File: src/rtl/acl_pkg.sv
// Shared types and header field offsets for the ACL frame scheduler.
package acl_pkg;

  typedef enum logic [2:0] {StIdle, StHdr, StLookup, StReplay, StFwd, StDrop} state_e;

  localparam logic [15:0] ETHERTYPE_IPV4 = 16'h0800;

  // Word indices of the match fields within the buffered header
  localparam int unsigned ETYPE_WORD     = 3;
  localparam int unsigned PROTO_WORD     = 5;
  localparam int unsigned SRC_IP_HI_WORD = 6;
  localparam int unsigned SRC_IP_LO_WORD = 7;
  localparam int unsigned DST_IP_HI_WORD = 7;
  localparam int unsigned DST_IP_LO_WORD = 8;
  localparam int unsigned DPORT_WORD     = 9;

  typedef struct packed {
    logic [31:0] src_ip;
    logic [31:0] dst_ip;
    logic [7:0]  proto;
    logic [15:0] dst_port;
  } acl_key_t;

endpackage

File: src/rtl/acl_frame_scheduler_if.sv
// 32-bit frame stream with valid/ready handshake and end-of-frame marker.
interface acl_frame_scheduler_if;
  logic [31:0] tdata;
  logic        tvalid;
  logic        tlast;
  logic        tready;

  modport master (output tdata, output tvalid, output tlast, input tready);
  modport slave  (input tdata, input tvalid, input tlast, output tready);
endinterface

File: src/rtl/acl_hdr_buf.sv
// Header word buffer: sequential write index, replay read pointer and match-key extraction.
module acl_hdr_buf
  import acl_pkg::*;
#(
  parameter int unsigned HDR_WORDS = 10,
  localparam int unsigned IW = $clog2(HDR_WORDS + 1)
) (
  input  logic          clk,
  input  logic          rst,
  input  logic          wr_en,
  input  logic          wr_clr,
  input  logic [31:0]   wr_data,
  output logic [IW-1:0] wr_idx,
  input  logic          rd_adv,
  input  logic          rd_clr,
  output logic [IW-1:0] rd_ptr,
  output logic [31:0]   rd_data,
  output logic [15:0]   ethertype,
  output acl_key_t      key
);

  logic [31:0] mem [HDR_WORDS];

  always_ff @(posedge clk) begin
    if (wr_en) mem[wr_idx] <= wr_data;
  end

  // Clear wins over advance so the last word of a header leaves the index at 0
  always_ff @(posedge clk or negedge rst) begin
    if (!rst) begin
      wr_idx <= '0;
      rd_ptr <= '0;
    end else begin
      if (wr_clr)     wr_idx <= '0;
      else if (wr_en) wr_idx <= wr_idx + 1'b1;
      if (rd_clr)      rd_ptr <= '0;
      else if (rd_adv) rd_ptr <= rd_ptr + 1'b1;
    end
  end

  always_comb begin
    rd_data      = mem[rd_ptr];
    ethertype    = mem[ETYPE_WORD][31:16];
    key.src_ip   = {mem[SRC_IP_HI_WORD][15:0], mem[SRC_IP_LO_WORD][31:16]};
    key.dst_ip   = {mem[DST_IP_HI_WORD][15:0], mem[DST_IP_LO_WORD][31:16]};
    key.proto    = mem[PROTO_WORD][7:0];
    key.dst_port = mem[DPORT_WORD][31:16];
  end

endmodule

File: src/rtl/acl_frame_scheduler.sv
// Buffers each frame header, runs one ACL lookup, then replays+forwards or drains the frame.
// Statistics counters are built only when ACL_STATS_EN is defined.
module acl_frame_scheduler
  import acl_pkg::*;
#(
  parameter int unsigned HDR_WORDS     = 10,
  parameter int unsigned LKP_TIMEOUT   = 64,
  parameter bit          NON_IP_PERMIT = 1'b0
) (
  input  logic                         clk,
  input  logic                         rst,
  acl_frame_scheduler_if.slave         s,
  acl_frame_scheduler_if.master        m,
  output logic                         lkp_req,
  output logic [31:0]                  lkp_src_ip,
  output logic [31:0]                  lkp_dst_ip,
  output logic [7:0]                   lkp_proto,
  output logic [15:0]                  lkp_dst_port,
  input  logic                         lkp_ack,
  input  logic                         lkp_permit,
  output logic [31:0]                  cnt_permit,
  output logic [31:0]                  cnt_drop,
  output logic [31:0]                  cnt_timeout
);

  localparam int unsigned IW = $clog2(HDR_WORDS + 1);
  localparam int unsigned TW = $clog2(LKP_TIMEOUT + 1);
  localparam logic [IW-1:0] LastIdx = IW'(HDR_WORDS - 1);
  localparam logic [TW-1:0] TmoLast = TW'(LKP_TIMEOUT - 1);

  state_e          state_q, state_d;
  logic            last_q, last_d;
  logic            req_q, req_d;
  logic [TW-1:0]   timer_q, timer_d;
  logic            rdy_q;
  logic            wr_en, wr_clr, rd_adv, rd_clr;
  logic [IW-1:0]   wr_idx, rd_ptr;
  logic [31:0]     rd_data;
  logic [15:0]     ethertype;
  acl_key_t        key;
  logic            is_ip, verdict_valid, verdict_permit;
  logic            inc_permit, inc_drop, inc_timeout;

  acl_hdr_buf #(.HDR_WORDS(HDR_WORDS)) u_hdr_buf (
    .clk       (clk),
    .rst       (rst),
    .wr_en     (wr_en),
    .wr_clr    (wr_clr),
    .wr_data   (s.tdata),
    .wr_idx    (wr_idx),
    .rd_adv    (rd_adv),
    .rd_clr    (rd_clr),
    .rd_ptr    (rd_ptr),
    .rd_data   (rd_data),
    .ethertype (ethertype),
    .key       (key)
  );

  assign is_ip = (ethertype == ETHERTYPE_IPV4);

  always_ff @(posedge clk or negedge rst) begin
    if (!rst) begin
      state_q <= StIdle;
      last_q  <= 1'b0;
      req_q   <= 1'b0;
      timer_q <= '0;
      rdy_q   <= 1'b0;
    end else begin
      state_q <= state_d;
      last_q  <= last_d;
      req_q   <= req_d;
      timer_q <= timer_d;
      rdy_q   <= 1'b1;
    end
  end

  always_comb begin
    state_d        = state_q;
    last_d         = last_q;
    req_d          = req_q;
    timer_d        = timer_q;
    wr_en          = 1'b0;
    wr_clr         = 1'b0;
    rd_adv         = 1'b0;
    rd_clr         = 1'b0;
    verdict_valid  = 1'b0;
    verdict_permit = 1'b0;
    inc_permit     = 1'b0;
    inc_drop       = 1'b0;
    inc_timeout    = 1'b0;
    s.tready       = 1'b0;
    m.tdata        = '0;
    m.tvalid       = 1'b0;
    m.tlast        = 1'b0;
    unique case (state_q)
      StIdle: begin
        // rdy_q keeps the pop low through reset and its release cycle
        s.tready = rdy_q;
        if (rdy_q && s.tvalid) begin
          wr_en = 1'b1;
          if (s.tlast) begin
            wr_clr   = 1'b1;
            inc_drop = 1'b1;
          end else begin
            state_d = StHdr;
          end
        end
      end
      StHdr: begin
        s.tready = 1'b1;
        if (s.tvalid) begin
          wr_en = 1'b1;
          if (wr_idx == LastIdx) begin
            wr_clr  = 1'b1;
            last_d  = s.tlast;
            timer_d = '0;
            req_d   = is_ip;
            state_d = StLookup;
          end else if (s.tlast) begin
            wr_clr   = 1'b1;
            inc_drop = 1'b1;
            state_d  = StIdle;
          end
        end
      end
      StLookup: begin
        if (!is_ip) begin
          verdict_valid  = 1'b1;
          verdict_permit = NON_IP_PERMIT;
        end else if (lkp_ack && req_q) begin
          verdict_valid  = 1'b1;
          verdict_permit = lkp_permit;
          req_d          = 1'b0;
        end else if (timer_q == TmoLast) begin
          verdict_valid = 1'b1;
          inc_timeout   = 1'b1;
          req_d         = 1'b0;
        end else begin
          timer_d = timer_q + 1'b1;
        end
        if (verdict_valid) begin
          if (verdict_permit) begin
            rd_clr  = 1'b1;
            state_d = StReplay;
          end else if (last_q) begin
            inc_drop = 1'b1;
            state_d  = StIdle;
          end else begin
            state_d = StDrop;
          end
        end
      end
      StReplay: begin
        m.tvalid = 1'b1;
        m.tdata  = rd_data;
        m.tlast  = last_q && (rd_ptr == LastIdx);
        if (m.tready) begin
          rd_adv = 1'b1;
          if (rd_ptr == LastIdx) begin
            rd_clr = 1'b1;
            if (last_q) begin
              inc_permit = 1'b1;
              state_d    = StIdle;
            end else begin
              state_d = StFwd;
            end
          end
        end
      end
      StFwd: begin
        m.tdata  = s.tdata;
        m.tvalid = s.tvalid;
        m.tlast  = s.tlast;
        s.tready = m.tready;
        if (s.tvalid && m.tready && s.tlast) begin
          inc_permit = 1'b1;
          state_d    = StIdle;
        end
      end
      StDrop: begin
        s.tready = 1'b1;
        if (s.tvalid && s.tlast) begin
          inc_drop = 1'b1;
          state_d  = StIdle;
        end
      end
      default: state_d = StIdle;
    endcase
  end

  assign lkp_req      = req_q;
  assign lkp_src_ip   = req_q ? key.src_ip   : '0;
  assign lkp_dst_ip   = req_q ? key.dst_ip   : '0;
  assign lkp_proto    = req_q ? key.proto    : '0;
  assign lkp_dst_port = req_q ? key.dst_port : '0;

`ifdef ACL_STATS_EN
  logic [31:0] cnt_permit_q, cnt_drop_q, cnt_timeout_q;

  always_ff @(posedge clk or negedge rst) begin
    if (!rst) begin
      cnt_permit_q  <= '0;
      cnt_drop_q    <= '0;
      cnt_timeout_q <= '0;
    end else begin
      if (inc_permit && (cnt_permit_q != '1))   cnt_permit_q  <= cnt_permit_q + 32'd1;
      if (inc_drop && (cnt_drop_q != '1))       cnt_drop_q    <= cnt_drop_q + 32'd1;
      if (inc_timeout && (cnt_timeout_q != '1)) cnt_timeout_q <= cnt_timeout_q + 32'd1;
    end
  end

  assign cnt_permit  = cnt_permit_q;
  assign cnt_drop    = cnt_drop_q;
  assign cnt_timeout = cnt_timeout_q;
`else
  logic unused_stats;
  assign unused_stats = ^{inc_permit, inc_drop, inc_timeout};
  assign cnt_permit   = '0;
  assign cnt_drop     = '0;
  assign cnt_timeout  = '0;
`endif

endmodule

File: src/flat_wrapper.sv
// flat-port wrapper written by rule: the top's interface ports become plain ports
module acl_frame_scheduler_flat import acl_pkg::*;
#(
  parameter int unsigned HDR_WORDS     = 10,
  parameter int unsigned LKP_TIMEOUT   = 64,
  parameter bit          NON_IP_PERMIT = 1'b0
)
  (clk, rst, lkp_req, lkp_src_ip, lkp_dst_ip, lkp_proto, lkp_dst_port, lkp_ack, lkp_permit, cnt_permit, cnt_drop, cnt_timeout, s_tdata, s_tvalid, s_tlast, s_tready, m_tdata, m_tvalid, m_tlast, m_tready);
  acl_frame_scheduler_if s_i ();
  acl_frame_scheduler_if m_i ();
  input  logic clk;
  input  logic rst;
  output logic lkp_req;
  output logic [31:0] lkp_src_ip;
  output logic [31:0] lkp_dst_ip;
  output logic [7:0] lkp_proto;
  output logic [15:0] lkp_dst_port;
  input  logic lkp_ack;
  input  logic lkp_permit;
  output logic [31:0] cnt_permit;
  output logic [31:0] cnt_drop;
  output logic [31:0] cnt_timeout;
  input wire logic [$bits(s_i.tdata)-1:0] s_tdata;
  input wire logic [$bits(s_i.tvalid)-1:0] s_tvalid;
  input wire logic [$bits(s_i.tlast)-1:0] s_tlast;
  output wire logic [$bits(s_i.tready)-1:0] s_tready;
  output wire logic [$bits(m_i.tdata)-1:0] m_tdata;
  output wire logic [$bits(m_i.tvalid)-1:0] m_tvalid;
  output wire logic [$bits(m_i.tlast)-1:0] m_tlast;
  input wire logic [$bits(m_i.tready)-1:0] m_tready;
  assign s_i.tdata = s_tdata;
  assign s_i.tvalid = s_tvalid;
  assign s_i.tlast = s_tlast;
  assign s_tready = s_i.tready;
  assign m_tdata = m_i.tdata;
  assign m_tvalid = m_i.tvalid;
  assign m_tlast = m_i.tlast;
  assign m_i.tready = m_tready;
  acl_frame_scheduler #(.HDR_WORDS(HDR_WORDS), .LKP_TIMEOUT(LKP_TIMEOUT), .NON_IP_PERMIT(NON_IP_PERMIT)) u_core (.clk(clk), .rst(rst), .s(s_i), .m(m_i), .lkp_req(lkp_req), .lkp_src_ip(lkp_src_ip), .lkp_dst_ip(lkp_dst_ip), .lkp_proto(lkp_proto), .lkp_dst_port(lkp_dst_port), .lkp_ack(lkp_ack), .lkp_permit(lkp_permit), .cnt_permit(cnt_permit), .cnt_drop(cnt_drop), .cnt_timeout(cnt_timeout));
endmodule
File: config.mk
export PLATFORM = sky130hd
export DESIGN_NAME = acl_frame_scheduler_flat
export DESIGN_NICKNAME = d
export VERILOG_FILES = /design/src/rtl/acl_pkg.sv /design/src/rtl/acl_frame_scheduler_if.sv /design/src/rtl/acl_hdr_buf.sv /design/src/rtl/acl_frame_scheduler.sv /design/src/flat_wrapper.sv
export SDC_FILE = /design/constraint.sdc
export NUM_CORES = 1
export LEC_CHECK = 0
export CAP_MARGIN = 30
export CORE_UTILIZATION = 55
export CTS_BUF_LIST = sky130_fd_sc_hd__clkbuf_4
export DETAILED_ROUTE_END_ITERATION = 8
export PLACE_DENSITY = 0.79
export SLEW_MARGIN = 20
export SYNTH_ARGS = -nofsm -noshare
export SYNTH_HDL_FRONTEND = slang
export SYNTH_SLANG_ARGS = --single-unit
File: constraint.sdc
create_clock -name clk -period 3.6 [get_ports clk]
set_clock_uncertainty 0.05 [all_clocks]
set_input_delay 0.54 -clock clk [delete_from_list [all_inputs] [get_ports clk]]
set_output_delay 0.54 -clock clk [all_outputs]
set_load 0.01 [all_outputs]
Word level (Yosys, flattened, before mapping)
Memories as Yosys holds them, arrays and structs flattened.
Index checks and enable logic that the tools add are counted.
Word-level totals
  flip-flop bits (word level): 21
  latch bits: 0
  bits in writable memories: 320
  memory bits (read-only): 0
  input bits: 39
  output and inout port bits: 220
  logic and storage cells: 111
  memories kept: 1
Memory list
  u_core.u_hdr_buf.mem: words 10, width 32, rd ports 7, clocked after memory_dff 0, write ports 1, line acl_hdr_buf.sv:22  | logic [31:0] mem [HDR_WORDS];
Cells by class
  $add $sub $neg: 3
  multipliers: 0
  divide/modulo/power cells: 0
  magnitude comparators: 0
  equality and inequality tests: 23
  shift-type cells: 0
  multiplexer cells: 62
  bitwise logic cells: 0
  reduce and logical (&&, ||, !) cells: 15
Operators with widths (count)
  two-way mux 32 bit: 2
  one-hot mux 32 bit (2 select lines): 1
  two-way mux 3 bit: 13
  two-way mux 7 bit: 5
  two-way mux 1 bit: 26
  one-hot mux 3 bit (6 select lines): 1
  equality test 16 x 12 -> 1 bit, second input constant: 1
  two-way mux 16 bit: 1
  two-way mux 4 bit: 4
  inequality test 2 x 1 -> 1 bit, second input constant: 7
  one-hot mux 7 bit (2 select lines): 1
  one-hot mux 1 bit (2 select lines): 6
  inequality test 2 bit, second input constant: 5
  AND reduction 9 bit: 1
  adder 4 x 1 -> 4 bit, second input constant: 2
  equality test 4 bit, second input constant: 2
  two-way mux 8 bit: 1
  adder 7 x 1 -> 7 bit, second input constant: 1
  equality test 7 x 6 -> 1 bit, second input constant: 1
  equality test 3 x 2 -> 1 bit, second input constant: 2
  equality test 3 bit, second input constant: 2
  logical AND 1 bit: 6
  AND reduction 6 bit: 1
  nonzero test 2 bit: 3
  other kinds (8): 8

Depth between registers and ports, before layout
Gate-level depths: netlist of the first run.
  depth after elaboration: 8
  gate-level depth with buffers: 9

Cells and area by module
From an unflattened synthesis of the first run, not the netlist that was laid out.
Second synthesis, totals
  cell total of the unflattened synthesis: 1253
  area total of the unflattened synthesis: 22693.0 sq um
By module, submodules not included
  acl_hdr_buf: instances 1, cells each 916, area each 20178.1 sq um
  acl_frame_scheduler: instances 1, cells each 337, area each 2514.9 sq um

Worst setup path before layout of the first run
Ideal clock, no wire load.
  kind: reg-to-reg
  from: register u_core.state_q[1]
  to: memory u_core.u_hdr_buf.mem[0][0], enable pin
  library setup time: 392 ps
  data arrival time: 2002 ps
  data required time: 3158 ps
  setup slack: 1156 ps
  stages on the path, launching flop included: 6
  buffers on the path: 1
  cell sequence: dfrtp_1 -> buf_2 -> nor2_1 -> o211ai_1 -> nor3_1 -> and2_1
On the way
  longest elaborated chain between the ends: 4
  elaborated cells on any way between the ends: 5
Ends and longest elaborated chain
  start, declared: line acl_frame_scheduler.sv:31  | state_e state_q, state_d;
  start signal, assigned: line acl_frame_scheduler.sv:63  | state_q <= StIdle;
  start signal, assigned: line acl_frame_scheduler.sv:69  | state_q <= state_d;
  equality test 3 x 1 -> 1 bit / zero test 3 bit (equally long branches)
  one-hot mux 1 bit (2 select lines) *: line acl_frame_scheduler.sv:95  | unique case (state_q)
  two-way mux 1 bit *: line acl_hdr_buf.sv:25  | if (wr_en) mem[wr_idx] <= wr_data;
  two-way mux 1 bit (not written as such) *: line acl_hdr_buf.sv:25
  end, declared: line acl_hdr_buf.sv:22
Every way passes the cells marked *; elsewhere a longest branch is shown, timed or not.

Final worst setup path of the first run
  from: register u_core.u_hdr_buf.rd_ptr[0]
  to: output port m_tdata[12]
On the way
  longest elaborated chain between the ends: 2
Ends and longest elaborated chain
  start, declared: line acl_hdr_buf.sv:16  | output logic [IW-1:0] rd_ptr,
  start signal, assigned: line acl_hdr_buf.sv:37  | else if (rd_adv) rd_ptr <= rd_ptr + 1'b1;
  memory (10 x 32 bit)
  one-hot mux 32 bit (2 select lines): line acl_frame_scheduler.sv:95
  end, declared: line flat_wrapper.sv:27  | output wire logic [$bits(m_i.tdata)-1:0] m_tdata;
Every way passes these cells.

==> flow_summary.ini, run 1 <==
[detailed_routing]
wl_per_cell_um = 23.9
drc = 0
dr.pass1.iters = 6
drt_iter0_markers = 1232
antenna_left = 0
totalWireLength_um = 52000
via_per_inst = 5.89
vias = 12800

[timing]
fin_crit_ps = 3520
rsz0062_at_grt = false
relSlewSlack = 0.509
min_period_over_period = 0.978
fmax_mhz = 284
setup-tns-final_ps = 0
finalHoldViolations = 0
tightest_slew_ps = 731
timing.final.setup_violations = 0
maxSlewViolCount = 0

[critical_path]
worstReg2RegEnd = u_core.u_hdr_buf.mem[10][9]
required_ps = 3010
crit_fanout = 7
worstSetupStartpointType = flip-flop
worstSetupPathType = reg2out
r2r-start = u_core.state_q[1]
worstPathArrival_ps = 2930
end_kind = primary output
startpoint = u_core.u_hdr_buf.rd_ptr[0]
worstRegToRegCells = 5
worst-r2r-setup-slack_ps = 940

[yosys]
ys_seq_elements = 533
seq_area_frac_synth = 0.710
synth_area_sq_um = 22400
async_reset_ff_frac = 0.0394
yosysWarnings = 0
synthCells = 1242
avgSynthCellArea_sq_um = 18.0
ys.flop_type = edfxtp_1
synth_edf_count = 512
synth_cell_types = 60

[job]
drv_cap = 0

[grt]
grt_max_degree = 47
antenna_found_initial = 1
gr-usage-all-layers = 0.254
grt_pass1_wl_um = 76600
grt_pass1_vias = 12900
overflow = 0

[min_path]
min_to = u_core.u_hdr_buf.mem[13][23]
hold_depth = 2
hp-class = in2reg
hold_start = s_tdata[23]

[pwr]
p_leak_nw = 9.14
power_density_nw_per_um2 = 502
ir_drop_v = 0.000302

[cts]
clkLatencyLatePin_ps = 830
cts_sinks = 533
htreeDepth = 4
clk_path_buf_depth = 3
cts_made_buffers = 135
root_buffer = clkbuf_4
clkSlewWorstSetupHoldPaths_ps = 70
cts_tree = built

[floorplan]
start_util = 0.561
ios = 259
core-area_sq_um = 39900
dieArea_sq_um = 41500
die_height_um = 204
rows = 73
die_w_um = 204

[place]
hpwl_um = 28900
globalplace.congestion = 0.864
io_buffers = 162
place_inst = 1919

[run_status]
status = finished clean

[final_layout]
area_growth_pct = 20.3
final_cells = 2178
fin_nets = 1601
nFillCells = 2564
layout_common_cells = edfxtp_1, clkbuf_4, clkdlybuf4s50_1
drive_above_1_share = 0.277
mostFrequentLayoutCell = edfxtp_1
## area by class of cell
type | count | area (sq um) | share of cell area
Tap cell | 525 | 657 | 0.0244
Antenna cell | 1 | 2.50 | 0.0000928
Multi-Input combinational cell | 635 | 5830 | 0.216
Clock buffer | 198 | 1490 | 0.0552
Clock inverter | 36 | 289 | 0.0107
Inverter | 7 | 27.5 | 0.00102
Sequential cell | 533 | 15900 | 0.590
Timing Repair Buffer | 243 | 2750 | 0.102
## registers in the layout, summed over array words and instances (netlist names)
name                     cells
u_core.last_q                1
u_core.lkp_req               1
u_core.rdy_q                 1
u_core.state_q               3
u_core.timer_q               7
u_core.u_hdr_buf.mem       512
u_core.u_hdr_buf.rd_ptr      4
u_core.u_hdr_buf.wr_idx      4
## how the worst max path moves through the flow
stage,end,slack (ps),depth (start not counted)
6_report,m_tdata[12],80,7
3_5_place_dp,m_tdata[7],580,7
4_1_cts,m_tdata[17],20,8
3_3_place_gp,m_tdata[31],570,7
2_1_floorplan,u_core.u_hdr_buf.mem[0][0],1160,5
5_1_grt,m_tdata[16],10,8
## through the flow
stage	util	instance area [sq um]	power [mW]	setup WS (ps)	hold WS, ps
3_3_place_gp	0.620	24700	8.24	566	433
3_5_place_dp	0.620	24800	8.29	583	450
4_1_cts	0.671	26800	13.6	21.5	358
5_1_grt	0.675	27000	14.0	10.4	375
2_1_floorplan	-	22800	7.94	1160	194
6_report	0.675	27000	13.5	80.0	424
## power breakdown
group / internal [mW] / leakage, nW / switching (mW)
Combinational: 0.457 / 3.22 / 0.634
Sequential: 7.07 / 4.89 / 0.0831
Clock: 2.88 / 1.03 / 2.39
## layer usage
| layer | GRT usage | wire [um] | part of all wire |
|---|---|---|---|
| met1 | 0.336 | 19700 | 0.38 |
| met2 | 0.397 | 25800 | 0.50 |
| met3 | 0.0647 | 4930 | 0.095 |
| met4 | 0.120 | 1570 | 0.030 |
| met5 | 0 | 0 | 0 |
## synth_stat cells (3+ instances only)
master | count | area, sq um
nor4_2 | 4 | 50.1
and3b_1 | 3 | 26.3
a32o_1 | 3 | 30.0
and3_1 | 11 | 68.8
ha_1 | 7 | 87.6
buf_1 | 3 | 11.3
edfxtp_1 | 512 | 15400
nand2b_1 | 6 | 37.5
mux4_2 | 126 | 2840
mux2i_1 | 33 | 330
nand2_1 | 76 | 285
nor2_1 | 14 | 52.6
buf_6 | 6 | 67.6
o21ai_0 | 9 | 45.0
xnor2_1 | 5 | 43.8
buf_2 | 19 | 95.1
clkbuf_1 | 33 | 124
a21oi_1 | 65 | 325
inv_1 | 7 | 26.3
buf_4 | 99 | 743
o21ai_1 | 32 | 160
and2_1 | 97 | 607
dfrtp_1 | 21 | 526
nand3_1 | 4 | 20.0
## repair_timing
item,CTS,global route
setup endpoints to repair,32,15
gates resized for setup,47,10
hold buffers,1,0
cloned,5,3
hold endpoints to repair,7,0
setup buffers,7,8
## critical path, stage by stage (launching register included)
cell and delay [ps]:
dfrtp_4 450, buf_4 160, buf_12 140, buf_16 160, mux4_2 550, mux2i_1 200, o21ai_1 120, dlygate4sd2_1 310
## cell families after synthesis
family / after synthesis / share of synthesized area
buffers and inverters: 169 / 0.0481
flip-flops: 533 / 0.710
adder cells (fa/ha/maj): 7 / 0.00391
multiplexers: 162 / 0.144
AO/OA/AOI/OAI: 129 / 0.0332
AND/OR/NAND/NOR: 234 / 0.0581
other: 2 / 0.000335
XOR/XNOR: 6 / 0.00235
(Power assumes the default switching activity.)
==> inputs of run 2 (changes only) <==
Settings changed: CORE_MARGIN from default to 4.
==> flow_summary.ini, run 2 (synthesized netlist as in run 1, its figures left out) <==
[run_status]
status = finished clean

[grt]
overflow = 0
grt_pass1_vias = 13000
grt_pass1_wl_um = 78800
gr-usage-all-layers = 0.239
grt_max_degree = 42
antenna_found_initial = 1

[critical_path]
critical-path-slowest-cell = mux4_2
required_ps = 3010
worst-r2r-setup-slack_ps = 960
slowest_delay_ps = 500
path_cells = buf_12, bufbuf_16, mux4_2, mux2i_1, o21ai_1, clkdlybuf4s50_1
crit_fanout = 12
worstPathArrival_ps = 2980
worstSetupPathType = reg2out
end_kind = primary output
worstSetupStartpointType = flip-flop

[place]
globalplace.congestion = 0.888
place_inst = 1932
hpwl_um = 31200
dpl_cell_area_sq_um = 24800
io_buffers = 162

[final_layout]
regMostFlops = u_core.u_hdr_buf.mem
reg_top3 = u_core.u_hdr_buf.mem x512, u_core.timer_q x7
largest_register_ffs = 512
mostFrequentLayoutCell = edfxtp_1
final_cells = 2173
fin_nets = 1608
layout_common_cells = edfxtp_1, clkbuf_4, clkdlybuf4s50_1
final_area_sq_um = 26800
area_growth_pct = 19.6
drive_above_1_share = 0.276

[cts]
root_buffer = clkbuf_4
clkSlewWorstSetupHoldPaths_ps = 70
clkLatencyLatePin_ps = 820
clk_path_buf_depth = 3
htreeDepth = 4
cts_tree = built
cts_sinks = 533
cts_made_buffers = 131

[pwr]
power_density_nw_per_um2 = 496
ir_drop_v = 0.000284
p_int_mw = 10.3
switching_share = 0.226
seqPwrFrac = 0.538
p_clk_frac = 0.380
p_leak_nw = 9.18
p_sw_mw = 3.01
comb_power_share = 0.083

[floorplan]
core-area_sq_um = 40000
die_w_um = 210
dieArea_sq_um = 44000
start_util = 0.560
rows = 73
die_height_um = 210
ios = 259

[timing]
holdWs_ps = 249
min_period_over_period = 0.991
maxSlewViolCount = 0
finalHoldViolations = 0
relSlewSlack = 0.577
fmax_mhz = 280
rsz0062_at_grt = true
timing.final.setup_violations = 0
tightest_slew_ps = 629
fin_crit_ps = 3570

[detailed_routing]
wl_per_cell_um = 24.6
dr.pass1.iters = 5
antenna_left = 0
drc = 0
drt_iter0_markers = 1402
totalWireLength_um = 53400
vias = 12700
via_per_inst = 5.86

[min_path]
hp-class = in2async

[job]
drv_cap = 0
==> run 2: cell types whose count changed in the layout (fill, tap and decap cells not counted), moves of 4 or more <==
| cell | before | now |
|---|---|---|
| buf_12 | 26 | 16 |
| mux2i_1 | 33 | 29 |
| clkbuf_4 | 198 | 184 |
| clkinvlp_4 | 4 | 0 |
| buf_4 | 40 | 62 |
| mux2i_2 | 0 | 4 |
| clkdlybuf4s15_1 | 7 | 2 |
==> run 2: cell type report <==
cell class	count	area, sq um
fillers	2594	13200
well taps	525	657
flip-flops and latches	533	15900
diodes	1	2.50
clock inverters	34	287
multi-input cells	635	5840
inverters	7	27.5
clock buffers	184	1380
repair buffers	254	2700
==> run 2: power by group through the flow <==
stage	Combinational, mW	Clock (mW)	Sequential [mW]
floorplan	0.684	0	7.26
global placement	0.969	0	7.27
detailed placement	1.01	0	7.29
CTS	1.07	5.14	7.15
global route	1.17	5.50	7.16
finish	1.10	5.05	7.15
==> run 2: final timing paths <==
| kind | from | to | depth (start not counted) |
|---|---|---|---|
| min in group clk | s_tdata[22] | u_core.u_hdr_buf.mem[1][22] | 2 |
| hold / removal | rst | u_core.lkp_req | 2 |
| max in group asynchronous | rst | u_core.u_hdr_buf.rd_ptr[0] | 2 |
| setup reg to reg | u_core.state_q[1] | u_core.u_hdr_buf.mem[3][9] | 5 |
| setup / recovery | u_core.u_hdr_buf.rd_ptr[0] | m_tdata[24] | 6 |
| hold reg to reg | u_core.timer_q[5] | u_core.timer_q[6] | 1 |
==> run 2: stage by stage <==
step | setup TNS (ps) | total power [mW] | worst slack, ps | util
global route | -271 | 13.8 | -89.4 | 0.670
finish | 0 | 13.3 | 34.0 | 0.670
global placement | 0 | 8.24 | 441 | 0.619
detailed placement | 0 | 8.30 | 409 | 0.619
CTS | -26.6 | 13.4 | -26.6 | 0.667
floorplan | 0 | 7.94 | 1160 | -
==> run 2: per-layer routing <==
metal  track usage  wire length, um  share of wire
met5             0                0              0
met4        0.0869             1300          0.024
met1         0.330            20600           0.39
met3        0.0596             5270          0.099
met2         0.377            26200           0.49
==> run 2: worst max-delay path, delay by kind of cell (launching register included) <==
family | cells | cell delay (ps)
mux | 2 | 650
compound gates | 1 | 90
flops | 1 | 450
buf+inv | 3 | 970
==> run 2: what timing repair did <==
| item | in CTS | in global routing |
|---|---|---|
| endpoints found under the hold margin | 0 | 21 |
| endpoints found under the setup margin | 32 | 15 |
| gates resized for setup | 40 | 7 |
| cloned | 4 | 2 |
| hold buffers | 0 | 1 |
| setup buffers | 8 | 7 |
==> inputs of run 3 (changes only) <==
Settings changed: ABC_AREA from default to 0, PLACE_DENSITY 0.79 to default, PLACE_DENSITY_LB_ADDON from default to 0.25.
==> flow_summary.ini, run 3 (synthesized netlist as in run 1, its figures left out) <==
[run_status]
status = finished clean

[floorplan]
start_util = 0.560
core-area_sq_um = 40000
dieArea_sq_um = 44000
die_w_um = 210
ios = 259
rows = 73
die_height_um = 210

[detailed_routing]
totalWireLength_um = 53500
wl_per_cell_um = 24.4
drt_iter0_markers = 1180
vias = 12700
antenna_left = 0
via_per_inst = 5.77
dr.pass1.iters = 5
drc = 0

[place]
io_buffers = 162
hpwl_um = 30900
globalplace.congestion = 0.886
place_worst_setup_slack_ps = 464

[timing]
timing.final.ws_setup_ps = 29.0
relSlewSlack = 0.482
finalHoldViolations = 0
maxSlewViolCount = 0
min_period_over_period = 0.992
fmax_mhz = 280
timing.final.setup_violations = 0
holdWs_ps = 89.8
tightest_slew_ps = 771
rsz0062_at_grt = true
fin_crit_ps = 3570

[final_layout]
mostFrequentLayoutCell = edfxtp_1
regArea_sq_um = 15900
regMostFlops = u_core.u_hdr_buf.mem
nFillCells = 2658
multiInputGateArea_sq_um = 5850
area_growth_pct = 20.9
largest_register_ffs = 512
drive_above_1_share = 0.294
reg_top3 = u_core.u_hdr_buf.mem x512, u_core.timer_q x7
layout_common_cells = edfxtp_1, clkbuf_4, clkdlybuf4s50_1
fin_nets = 1631

[critical_path]
crit_family = buffers and inverters
worstSetupPathType = reg2out
worstRegToRegCells = 6
end_kind = primary output
crit_fanout = 14
required_ps = 3010
path_cells = buf_12, buf_12, buf_16, mux4_2, mux2i_1, o21ai_1, clkdlybuf4s50_1
worstSetupStartpointType = flip-flop
cp.depth = 7
critical_path.most_common_cell = buf_12
slowest_delay_ps = 510
crit_buf_inv = 4
critical-path-slowest-cell = dfrtp_4
worstPathArrival_ps = 2980

[cts]
cts_sinks = 533
cts_tree = built
clkLatencyLatePin_ps = 830
clk_path_buf_depth = 3
cts_made_buffers = 136
clkSlewWorstSetupHoldPaths_ps = 80
htreeDepth = 4
root_buffer = clkbuf_4

[grt]
grt_pass1_wl_um = 79700
grt_pass1_vias = 13000
grt_max_degree = 44
antenna_found_initial = 1
overflow = 0
gr-usage-all-layers = 0.242

[min_path]
hp-class = in2async

[job]
drv_cap = 0

[pwr]
power_density_nw_per_um2 = 500
p_leak_nw = 9.38
ir_drop_v = 0.000291
## run 3: path summary, 6_finish.rpt
path	endpoint	startpoint	slack [ps]
worst max-delay path	m_tdata[30]	u_core.u_hdr_buf.rd_ptr[0]	30
worst min-delay path	u_core.u_hdr_buf.rd_ptr[3]	rst	90
max in group asynchronous	u_core.lkp_req	rst	2880
worst min register to register	u_core.timer_q[6]	u_core.timer_q[5]	460
worst max register to register	u_core.u_hdr_buf.mem[9][31]	u_core.state_q[1]	940
min in group clk	u_core.u_hdr_buf.mem[12][9]	s_tdata[9]	420
## run 3: layer usage
metal  vias to the layer above  part of all wire  global-route usage
met5                         -                 0                   0
met4                         0             0.021              0.0821
met3                        95             0.092              0.0685
met2                       695              0.49               0.376
met1                      6423              0.40               0.336
li1                       5457                 -                   -
## run 3: worst register-to-register path, stage by stage, from the launching register on
cell      delay, ps
dfrtp_1         380
buf_4           170
nor2_1          290
o211ai_1        260
nor2_1          270
and3_2          560
buf_4           340
## run 3: final cells by class
| class | count | area share |
|---|---|---|
| inverters | 7 | 0.00102 |
| well taps | 525 | 0.0243 |
| clock inverters | 32 | 0.0127 |
| clock buffers | 189 | 0.0524 |
| flip-flops and latches | 533 | 0.588 |
| multi-input cells | 635 | 0.216 |
| diodes | 1 | 0.0000924 |
| repair buffers | 272 | 0.106 |
## run 3: what timing repair did
item,CTS,global route
gates cloned,3,1
resized for setup,29,34
setup buffers,8,24
endpoints found under the hold margin,0,0
hold buffers,0,0
setup endpoints to repair,33,23
## run 3: where the power goes
group	internal, mW	leakage (nW)	switching, mW
logic	0.468	3.48	0.622
registers	7.07	4.89	0.0777
clock network	2.92	1.02	2.39
total	10.5	9.38	3.09
## run 3: per-stage QoR
stage	power, mW	instances	util	area [sq um]	setup TNS (ps)
global route	14.1	2194	0.677	27100	-177
floorplan	7.94	1337	-	22800	0
detailed placement	8.30	1938	0.621	24900	0
finish	13.6	2194	0.677	27100	0
global placement	8.27	1937	0.621	24800	0
CTS	13.6	2170	0.671	26800	-1580
